===== src/rtl/icache_dm_pkg.sv =====
// Shared types for the direct-mapped instruction cache: address/word
// types, the controller state enum and a width helper.
package icache_dm_pkg;

    localparam int ADDR_W = 32;

    typedef logic [ADDR_W-1:0] addr_t;
    typedef logic [31:0]       word_t;

    // Controller has only two states: serving lookups, or refilling a line.
    typedef enum logic {
        IDLE = 1'b0,
        FILL = 1'b1
    } state_t;

    // Index width that stays at least 1 bit so single-entry dimensions
    // still produce legal vector declarations.
    function automatic int bits_for(input int n);
        return (n > 1) ? $clog2(n) : 1;
    endfunction

endpackage


===== src/rtl/icache_dm_if.sv =====
// Fetch-side and refill-side bus of the instruction cache.
// slave  = cache side, master = CPU/memory side.
interface icache_dm_if #(
    parameter int WORD_W = 32
);
    import icache_dm_pkg::*;

    logic              cpu_req;
    addr_t             cpu_addr;
    logic              cpu_ready;
    logic [WORD_W-1:0] cpu_rdata;
    logic              flush;

    logic              mem_req;
    addr_t             mem_addr;
    logic [WORD_W-1:0] mem_rdata;
    logic              mem_ack;

    modport slave (
        input  cpu_req, cpu_addr, flush, mem_rdata, mem_ack,
        output cpu_ready, cpu_rdata, mem_req, mem_addr
    );

    modport master (
        output cpu_req, cpu_addr, flush, mem_rdata, mem_ack,
        input  cpu_ready, cpu_rdata, mem_req, mem_addr
    );

endinterface


===== src/rtl/icache_line_ram.sv =====
// Line data storage: SETS x WORDS words, one synchronous write port used by
// the refill engine and one combinational read port used by the lookup.
module icache_line_ram
    import icache_dm_pkg::*;
#(
    parameter  int SETS   = 16,
    parameter  int WORDS  = 2,
    parameter  int WORD_W = 32,
    localparam int IW     = bits_for(SETS),
    localparam int OW     = bits_for(WORDS)
) (
    input  logic              clk,
    input  logic              we,
    input  logic [IW-1:0]     widx,
    input  logic [OW-1:0]     woff,
    input  logic [WORD_W-1:0] wdata,
    input  logic [IW-1:0]     ridx,
    input  logic [OW-1:0]     roff,
    output logic [WORD_W-1:0] rdata
);

    // Contents are deliberately not reset; the valid bits gate their use.
    logic [WORD_W-1:0] mem [SETS][WORDS];

    // Refill write, one word per acknowledged memory beat.
    always_ff @(posedge clk) begin
        if (we) mem[widx][woff] <= wdata;
    end

    assign rdata = mem[ridx][roff];

endmodule


===== src/rtl/icache_dm.sv =====
// Direct-mapped instruction cache. Hits return data combinationally in
// the request cycle; misses refill the whole line word by word from
// backing memory, then the held request hits.
module icache_dm
    import icache_dm_pkg::*;
#(
    parameter int SETS   = 16,
    parameter int WORDS  = 2,
    parameter int WORD_W = 32
) (
    input  logic       clk,
    input  logic       nrst,
    icache_dm_if.slave bus
);

    // OFF_BITS is the true offset width (0 for one-word lines); OW is the
    // storage width of the word counter, kept >= 1 bit.
    localparam int OFF_BITS = $clog2(WORDS);
    localparam int OW       = bits_for(WORDS);
    localparam int IW       = $clog2(SETS);
    localparam int TAG_LSB  = 2 + OFF_BITS + IW;
    localparam int TAG_W    = ADDR_W - TAG_LSB;
    localparam logic [OW-1:0] LAST_WORD = OW'(WORDS - 1);

    state_t            state_q;
    logic [SETS-1:0]   valid_q;
    logic [TAG_W-1:0]  tag_mem [SETS];
    logic [TAG_W-1:0]  fill_tag_q;
    logic [IW-1:0]     fill_idx_q;
    logic [OW-1:0]     cnt_q;
    logic              flush_pend_q;
    logic              mem_req_q;

    logic [OW-1:0]     req_off;
    logic [IW-1:0]     req_idx;
    logic [TAG_W-1:0]  req_tag;
    logic              hit;
    logic              miss_start;
    logic              fill_beat;
    logic              last_beat;
    logic [WORD_W-1:0] ram_rdata;
    logic              unused_addr_lsbs;

    // Split the fetch address into offset / index / tag.
    always_comb begin
        req_off = '0;
        if (WORDS > 1) req_off = bus.cpu_addr[2 +: OW];
        req_idx = bus.cpu_addr[2 + OFF_BITS +: IW];
        req_tag = bus.cpu_addr[TAG_LSB +: TAG_W];
    end

    assign unused_addr_lsbs = ^bus.cpu_addr[1:0];

    // Lookup and refill handshake qualifiers; flush blocks a same-cycle hit.
    always_comb begin
        hit        = (state_q == IDLE) && bus.cpu_req && !bus.flush &&
                     valid_q[req_idx] && (tag_mem[req_idx] == req_tag);
        miss_start = (state_q == IDLE) && bus.cpu_req && !bus.flush && !hit;
        fill_beat  = (state_q == FILL) && bus.mem_ack;
        last_beat  = fill_beat && (cnt_q == LAST_WORD);
    end

    // Controller: lookup/refill sequencing, valid bits and flush handling.
    always_ff @(posedge clk) begin
        if (!nrst) begin
            state_q      <= IDLE;
            valid_q      <= '0;
            cnt_q        <= '0;
            flush_pend_q <= 1'b0;
            mem_req_q    <= 1'b0;
        end else begin
            case (state_q)
                IDLE: begin
                    if (bus.flush) begin
                        valid_q <= '0;
                    end else if (miss_start) begin
                        cnt_q     <= '0;
                        mem_req_q <= 1'b1;
                        state_q   <= FILL;
                    end
                end
                FILL: begin
                    // A flush here must not cut the memory burst short; it
                    // is remembered and applied when the line completes.
                    if (bus.flush) flush_pend_q <= 1'b1;
                    if (fill_beat) cnt_q <= cnt_q + 1'b1;
                    if (last_beat) begin
                        state_q      <= IDLE;
                        mem_req_q    <= 1'b0;
                        cnt_q        <= '0;
                        flush_pend_q <= 1'b0;
                        if (flush_pend_q || bus.flush) valid_q <= '0;
                        else                           valid_q[fill_idx_q] <= 1'b1;
                    end
                end
                default: state_q <= IDLE;
            endcase
        end
    end

    // Refill target latch and tag write; these carry no reset because the
    // valid bits decide whether they mean anything.
    always_ff @(posedge clk) begin
        if (miss_start) begin
            fill_tag_q <= req_tag;
            fill_idx_q <= req_idx;
        end
        if (last_beat) tag_mem[fill_idx_q] <= fill_tag_q;
    end

    icache_line_ram #(
        .SETS   (SETS),
        .WORDS  (WORDS),
        .WORD_W (WORD_W)
    ) u_ram (
        .clk   (clk),
        .we    (fill_beat),
        .widx  (fill_idx_q),
        .woff  (cnt_q),
        .wdata (bus.mem_rdata),
        .ridx  (req_idx),
        .roff  (req_off),
        .rdata (ram_rdata)
    );

    assign bus.cpu_ready = hit;
    assign bus.cpu_rdata = hit ? ram_rdata : '0;
    assign bus.mem_req   = mem_req_q;

    // Refill address walks the line in word order from word 0.
    generate
        if (WORDS > 1) begin : g_addr_multi
            assign bus.mem_addr = {fill_tag_q, fill_idx_q, cnt_q, 2'b00};
        end else begin : g_addr_single
            assign bus.mem_addr = {fill_tag_q, fill_idx_q, 2'b00};
        end
    endgenerate

endmodule

===== src/flat_wrapper.sv =====
// flat-port wrapper written by rule: the top's interface ports become plain ports
module icache_dm_flat import icache_dm_pkg::*;
#(
    parameter int SETS   = 16,
    parameter int WORDS  = 2,
    parameter int WORD_W = 32
)
  (clk, nrst, bus_cpu_req, bus_cpu_addr, bus_flush, bus_mem_rdata, bus_mem_ack, bus_cpu_ready, bus_cpu_rdata, bus_mem_req, bus_mem_addr);
  icache_dm_if #(.WORD_W(WORD_W)) bus_i ();
  input  logic clk;
  input  logic nrst;
  input wire logic [$bits(bus_i.cpu_req)-1:0] bus_cpu_req;
  input wire logic [$bits(bus_i.cpu_addr)-1:0] bus_cpu_addr;
  input wire logic [$bits(bus_i.flush)-1:0] bus_flush;
  input wire logic [$bits(bus_i.mem_rdata)-1:0] bus_mem_rdata;
  input wire logic [$bits(bus_i.mem_ack)-1:0] bus_mem_ack;
  output wire logic [$bits(bus_i.cpu_ready)-1:0] bus_cpu_ready;
  output wire logic [$bits(bus_i.cpu_rdata)-1:0] bus_cpu_rdata;
  output wire logic [$bits(bus_i.mem_req)-1:0] bus_mem_req;
  output wire logic [$bits(bus_i.mem_addr)-1:0] bus_mem_addr;
  assign bus_i.cpu_req = bus_cpu_req;
  assign bus_i.cpu_addr = bus_cpu_addr;
  assign bus_i.flush = bus_flush;
  assign bus_i.mem_rdata = bus_mem_rdata;
  assign bus_i.mem_ack = bus_mem_ack;
  assign bus_cpu_ready = bus_i.cpu_ready;
  assign bus_cpu_rdata = bus_i.cpu_rdata;
  assign bus_mem_req = bus_i.mem_req;
  assign bus_mem_addr = bus_i.mem_addr;
  icache_dm #(.SETS(SETS), .WORDS(WORDS), .WORD_W(WORD_W)) u_core (.clk(clk), .nrst(nrst), .bus(bus_i));
endmodule

===== config.mk =====
export PLATFORM = sky130hd
export DESIGN_NAME = icache_dm_flat
export DESIGN_NICKNAME = d
export VERILOG_FILES = /design/src/rtl/icache_dm_pkg.sv /design/src/rtl/icache_dm_if.sv /design/src/rtl/icache_line_ram.sv /design/src/rtl/icache_dm.sv /design/src/flat_wrapper.sv
export SDC_FILE = /design/constraint.sdc
export NUM_CORES = 1
export LEC_CHECK = 0
export CORE_MARGIN = 1.5
export CORE_UTILIZATION = 58
export DETAILED_ROUTE_END_ITERATION = 8
export GPL_TIMING_DRIVEN = 0
export HOLD_SLACK_MARGIN = 0.02
export PLACE_DENSITY = 0.83
export SYNTH_ARGS = -nofsm -noshare
export SYNTH_HDL_FRONTEND = slang
export SYNTH_SLANG_ARGS = --single-unit

===== constraint.sdc =====
create_clock -name clk -period 9.1 [get_ports clk]
set_clock_uncertainty 0.15 [all_clocks]
set_input_delay 0.91 -clock clk [delete_from_list [all_inputs] [get_ports clk]]
set_output_delay 0.91 -clock clk [all_outputs]
set_load 0.01 [all_outputs]

## Word-level counts from Yosys, hierarchy flattened

Memories as Yosys holds them, arrays and structs flattened.
Cells that the tools add are included.
W data, S select, Z words.

- Bits in registers: 49
- Output and inout bits: 66
- Input port bits: 69
- Logic and storage cells: 76
- Memories kept: 2
- Bits in writable memories: 1,424

- Bitwise operators: 4
- Equality and inequality tests: 6
- Magnitude comparators: 6
- Add/subtract/negate cells: 1
- Reductions and logical operators: 17
- Mux-type cells: 33

Memories:

| name | words | width | rd ports | clocked after Yosys merged registers in | write ports | RTL line | source |
|---|---|---|---|---|---|---|---|
| u_core.u_ram.mem | 16 | 64 | 1 | 0 | 1 | icache_line_ram.sv:23 | `logic [WORD_W-1:0] mem [SETS][WORDS];` |
| u_core.tag_mem | 16 | 25 | 1 | 0 | 1 | icache_dm.sv:27 | `logic [TAG_W-1:0] tag_mem [SETS];` |

Operators by type and width:

| kind | number |
|---|---|
| $mux W32 | 5 |
| $mux W64 | 1 |
| $mux W16 | 3 |
| $demux W32 S1 | 1 |
| $pmux W16 S2 | 1 |
| $eq A25 B25 Y1 | 1 |
| $mux W1 | 17 |
| $or A16 B16 Y16 | 1 |
| $lt A4 B5 Y1 const B | 2 |
| $logic_and A1 B1 Y1 | 9 |
| $ne A2 B2 Y1 const B | 3 |
| $pmux W1 S2 | 3 |
| $reduce_and A3 Y1 | 2 |
| $bmux W1 S4 | 1 |
| $demux W1 S4 | 1 |
| $ge A2 B2 Y1 const B | 2 |
| $ge A4 B1 Y1 const B | 1 |
| $not A1 Y2 | 2 |
| $reduce_and A2 Y1 | 2 |
| $ne A3 B3 Y1 const B | 1 |
| $logic_not A1 Y1 | 2 |
| $lt A2 B1 Y1 const B | 1 |
| $ne A2 B1 Y1 const B | 1 |
| $reduce_bool A2 Y1 | 1 |
| 3 further kinds | 3 |

## Logic depth before layout (Yosys ltp)

- Word-level depth: 10
- Gate-level depth with buffers: 14
- Depth with buffers taken out: 8

## Hierarchy

From an unflattened synthesis, not the netlist that was laid out.

- Cell total of the unflattened synthesis: 3,314
- Area total of the unflattened synthesis: 58,677.5 sq um

Modules (own cells, without submodules):

| module | instances | sequential area each (sq um) | area an instance (sq um) | cells an instance |
|---|---|---|---|---|
| icache_line_ram | 1 | 30,749.5 | 39,852.0 | 2,233 |
| icache_dm | 1 | 13,282.7 | 18,825.6 | 1,081 |

## Worst setup path after synthesis

OpenSTA, ideal clock, no wires.

- Path type: input -> register
- Start point: input port bus_mem_ack
- End point: memory u_core.tag_mem[15][0] (netlist bit) (enable)
- Stages on the path: 3
- Arrival time: 5.137 ns
- Required time: 8.408 ns
- Path slack: 3.271 ns
- Setup time: 0.542 ns
- Path buffers: 1
- Cells stage by stage: nand3_1 clkbuf_1 nor3_1

- Longest elaborated chain between the ends: 4

Ends and longest elaborated chain:

| what | RTL line | source |
|---|---|---|
| start, declared | flat_wrapper.sv:16 | `input wire logic [$bits(bus_i.mem_ack)-1:0] bus_mem_ack;` |
| $logic_and A1 B1 Y1 | icache_dm.sv:59 | `fill_beat = (state_q == FILL) && bus.mem_ack;` |
| $logic_and A1 B1 Y1 | icache_dm.sv:60 | `last_beat = fill_beat && (cnt_q == LAST_WORD);` |
| $mux W1 | icache_dm.sv:108 | `if (last_beat) tag_mem[fill_idx_q] <= fill_tag_q;` |
| $mux W1 (implied by the code) | icache_dm.sv:108 |  |
| end, declared | icache_dm.sv:27 |  |

No other way between the ends.

## Final worst setup path

- Start point: input port bus_cpu_addr[4]
- End point: output port bus_cpu_rdata[23]

- Longest elaborated chain between the ends: 5
- Elaborated cells between the ends (all ways): 11
- Those cells by class: eq/ne (1); mux (6); reduce/logical (2); memory (2)

Ends and longest elaborated chain:

| what | RTL line | source |
|---|---|---|
| start, declared | flat_wrapper.sv:13 | `input wire logic [$bits(bus_i.cpu_addr)-1:0] bus_cpu_addr;` |
| parallel branches: the longest is 4 deep, another holds $mem_v2 Z16 W25 | - |  |
| $mux W32 * | icache_dm.sv:127 | `assign bus.cpu_rdata = hit ? ram_rdata : '0;` |
| end, declared | flat_wrapper.sv:18 | `output wire logic [$bits(bus_i.cpu_rdata)-1:0] bus_cpu_rdata;` |

Every way passes the cells marked *. The select of a mux whose other input is x is not followed.

==> impl_summary.md <==
Drt
The first detailed-routing pass took 9 iterations. Across all layers, the routed design uses 30,038 vias. For this block, the initial DRC count from the detailed router was 4,624. For this block, the routed nets add up to 161,000 um of wire. The DRC violations left is 6. Once detail routing completed, the nets flagged for antenna violations numbered 0. After detailed routing, the average wire length per cell comes to 38.3 um. In the routed layout, each cell is associated on average with a via count of 7.14.

GRT
The met1 track utilization from global routing is approximately two fifths. Entering global routing, the biggest net connects 33 pins. The total track usage is 32.9%.

The most used routing layer in global routing is met2. The routing usage on met2 is 55.5%. For met3 alone, demand over resource in global routing was around 7%. Summed over all layers, the global routing overflow is 0. The initial antenna violation count was 4. The via count of the first global-routing pass is 31,030. The wire length of the first global-routing pass is 225,000 um.

Timing
Setup repair after global routing left no endpoint under its margin. The slew at the pin closest to its max-slew limit is approximately 1.4 ns. The share of the clock period used by the worst path is 84.8%. Setup violations remaining at the end of the flow were counted as 0. Timing would allow up to 130 MHz. Measured against its own limit, the worst slew margin works out to 6.93%. The final period demand of the worst path is 7.71 ns. The final hold violation count is 0. The number of pins exceeding their max-slew limit in the final report is 0.

Power and ir drop
The power share of the clock group is 42.0%. The switching power as a share of total power is a little over a fifth. The maximum ir drop on the vdd rail is slightly above 200 uV. Per report_power, the sequential group accounts for between 50% and 60% of the total. The net switching component of the power is 3030 uW. For this design the static power due to leakage is 0.0206 uW. For this design the ratio of total power to cell area is 214 nW/um2. The fraction of power consumed by combinational cells is 4.8%. Cell internal power was estimated by the tool at 11,000 uW.

Setup path
The number of cell instances on the worst register-to-register path is 8. The largest individual stage delay along the critical path comes from the cell sky130_fd_sc_hd__buf_1. On the worst path, the slowest cell contributes a delay of between 0.8 and 0.9 ns.

The reg-to-reg endpoint is u_core.fill_tag_q[5]. The critical path is of the primary input to primary output type. The setup check on the worst reg-to-reg path leaves a slack of 5.09 ns. Walking the worst path, the cells encountered are clkdlybuf4s50_1 -> buf_2 -> buf_1 -> mux4_2 -> mux4_2 -> xor2_1 -> nor4b_1 -> nand4_1 -> or4_1 -> buf_2 -> buf_6 -> a21oi_2 -> clkdlybuf4s50_1. Grouping stages by cell kind, the critical path spends the most delay in buffers and inverters. The data required time at the worst endpoint is 8.04 ns. The worst setup path is captured at a primary output. The worst setup path is launched from a primary input. Together, buffers and inverters on the worst path number 6. In this run the worst path has a maximum fanout of 10.

The data arrival time of the critical path is 6.65 ns. The reg-to-reg critical path startpoint is u_core.tag_mem[15][6].

Floorplanning
The die width is 316 um. Measured along the y axis, the die boundary spans ~320 um. After floorplanning, the core was sized to cover 96,900 um2. The effective utilization at floorplan is 58.6%.

The row count is about 110. For this design the top-level I/O count stands at 135. The die covers 99,700 um2.

Layout
The area growth from synthesis to layout is 16.1%. Of the cells placed in the final design, the portion with a size suffix greater than 1 is 27.7%. The final cell count without fillers is roughly 4,200. After the last flow step, the layout net total stands at approximately 2,900. Once layout is complete, the utilization of the core stands at 68.0%. After routing the design area is 65,800 um2.

Clocking
Clock tree synthesis selected as its root buffer the cell sky130_fd_sc_hd__clkbuf_16. Clock latency on the worst-skew pair, taken at its later pin, is 0.77 ns. The count of cells resized by post-cts repair is 0. After clock tree synthesis, the clock-pin slew on the worst setup and hold paths is around 0.060 ns. The post-CTS setup-driven buffer insertion count is 0. Counting every sink on the clock net gives between 1,000 and 1,500. The clock tree from TritonCTS is built.

In this run, CTS created clock tree buffers numbering 143. The number of hold buffers added after CTS was 0. The number of levels the H-tree was split into is 4.

The buffer depth of the longest clock path is 3.

Logic synthesis
The number of flops mapped to enable cells by yosys is 1,453. sky130_fd_sc_hd__edfxtp_1 takes more of the synthesized area than any other cell. The count of cell types in the netlist is 59. For this run, the number of Yosys warnings is 0.

Counting flops with an async set or reset pin after synthesis yields a share of 0%. The average size of a mapped cell is 23.0 um2. Of the synthesized area, sequential elements account for 77.6%. The main flop type after synthesis is sky130_fd_sc_hd__edfxtp_1. The cell area that synthesis handed to floorplanning was 56,700 um2. After synthesis, the cell types taking the most area are sky130_fd_sc_hd__edfxtp_1, sky130_fd_sc_hd__mux4_2, sky130_fd_sc_hd__mux2i_1, sky130_fd_sc_hd__dfxtp_1, sky130_fd_sc_hd__nand2_1. The number of synthesized register bits is 1,473. In this run the biggest area consumer among cell types represents 76.9% of the synthesized area. The number of standard cells after synthesis is 2,466.

Worst hold path
The startpoint of the tightest hold check path is u_core.bus.mem_req. For hold timing, the worst endpoint is u_core.bus.mem_req. The min-delay analysis places its worst path in the category flip-flop to flip-flop.

The worst hold path passes through 2 cells.

Placement
The number of I/O port buffers is approximately 130. The standard cell area after detailed placement is 61,200 um2. Including well taps, the total number of placed cells is 3,940. At the end of routability-driven placement, the weighted congestion stood at 0.838. The detailed placement HPWL is about 95,000 um.

Flow run
The count of maximum capacitance violations is 0.

Status
The checks that failed: DRC. The run finished, with violations left.
-- metrics by stage --
step	hold slack (ns)	TNS (ns)	total power [uW]	setup slack [ns]
after floorplan	0.282	0	8000	3.27
after global placement	0.296	-153.20	8230	-2.70
after detailed placement	0.307	0	8280	1.55
after CTS	0.314	0	14100	1.47
after global routing	0.340	0	14300	1.30
final	0.313	0	14100	1.39
-- per-layer routing --
metal,up-vias,wire length [um]
met5,-,13
li1,11167,-
met4,2,10600
met1,15373,51200
met3,673,17800
met2,2823,81500
-- synth_stat cells, types with 14 or more instances --
master,instances
sky130_fd_sc_hd__clkbuf_1,59
sky130_fd_sc_hd__mux2_2,16
sky130_fd_sc_hd__nor2_1,59
sky130_fd_sc_hd__mux4_2,401
sky130_fd_sc_hd__a21oi_2,29
sky130_fd_sc_hd__buf_2,48
sky130_fd_sc_hd__buf_1,14
sky130_fd_sc_hd__nand3_1,20
sky130_fd_sc_hd__mux2i_1,67
sky130_fd_sc_hd__xnor2_1,14
sky130_fd_sc_hd__nand2_1,94
sky130_fd_sc_hd__dfxtp_1,20
sky130_fd_sc_hd__edfxtp_1,1453
-- cell type report --
class	count	area (um2)
antenna	6	15.0
multi-input combinational	849	12200
fill	5374	31000
timing repair buffer	197	2700
clock buffer	187	3890
inverter	11	41.3
clock inverter	75	686
sequential	1473	44000
buffer	134	642
tap	1276	1600
-- logic make-up (layout without fill, tap and decap cells) --
| group | count (synthesis) | in the layout | synth area share (%) |
|---|---|---|---|
| other | 1 | 8 | 0.00661 |
| flip-flops | 1473 | 1473 | 77.6 |
| XOR/XNOR | 24 | 24 | 0.371 |
| AO/OA/AOI/OAI | 115 | 115 | 1.56 |
| buffers and inverters | 145 | 604 | 1.20 |
| multiplexers | 484 | 484 | 17.4 |
| AND/OR/NAND/NOR | 224 | 224 | 1.79 |
-- power by group through the flow --
stage / logic (uW) / registers [uW] / clock network [uW]
5_1_grt: 699 / 7490 / 6150
3_5_place_dp: 644 / 7630 / 0
4_1_cts: 669 / 7490 / 5910
2_1_floorplan: 374 / 7620 / 0
3_3_place_gp: 606 / 7630 / 0
6_report: 678 / 7490 / 5900
-- state kept, by name, summed over array words and instances, names as in the netlist --
name / flops
u_core.bus.mem_req: 1
u_core.cnt_q: 1
u_core.fill_idx_q: 4
u_core.fill_tag_q: 25
u_core.flush_pend_q: 1
u_core.state_q: 1
u_core.tag_mem: 400
u_core.u_ram.mem: 1024
u_core.valid_q: 16
-- layout by cell type (no fill, tap or decap), drive strengths merged, types with 3 or more instances in the layout --
master	count
a21oi	38
inv	20
dfxtp	20
mux2	16
nand4	7
o21ai	10
clkdlybuf4s50	129
a41oi	6
xnor2	14
or2	3
clkinv	55
nand2	94
o2111ai	3
bufinv	9
nand3	20
xor2	10
nor2	59
clkbuf	246
mux2i	67
o22ai	7
nand2b	3
buf	143
nor4	6
edfxtp	1453
a221oi	5
a221o	7
a22oi	7
diode	6
nor4b	4
mux4	401
a31oi	9
a22o	4
nor2b	12
nor3	5
-- worst max-delay path by stage --
stage | endpoint | cells after the start | start | slack (ns)
2_1_floorplan | u_core.tag_mem[15][0] | 3 | bus_mem_ack | 3.27
3_3_place_gp | u_core.u_ram.mem[15][7] | 4 | bus_mem_ack | -2.70
3_5_place_dp | bus_cpu_rdata[19] | 14 | bus_cpu_addr[4] | 1.55
4_1_cts | bus_cpu_rdata[19] | 14 | bus_cpu_addr[4] | 1.47
5_1_grt | bus_cpu_rdata[23] | 14 | bus_cpu_addr[4] | 1.30
6_report | bus_cpu_rdata[23] | 13 | bus_cpu_addr[4] | 1.39
-- worst register-to-register path: cells and delay by family, from the launching register on --
kind	cells	cell delay, ns
buffers and inverters	1	0.74
AND/OR/NAND/NOR	4	1.30
multiplexers	1	0.56
AO/OA/AOI/OAI	2	0.35
flip-flops	1	0.43
(Power assumes the default switching activity.)
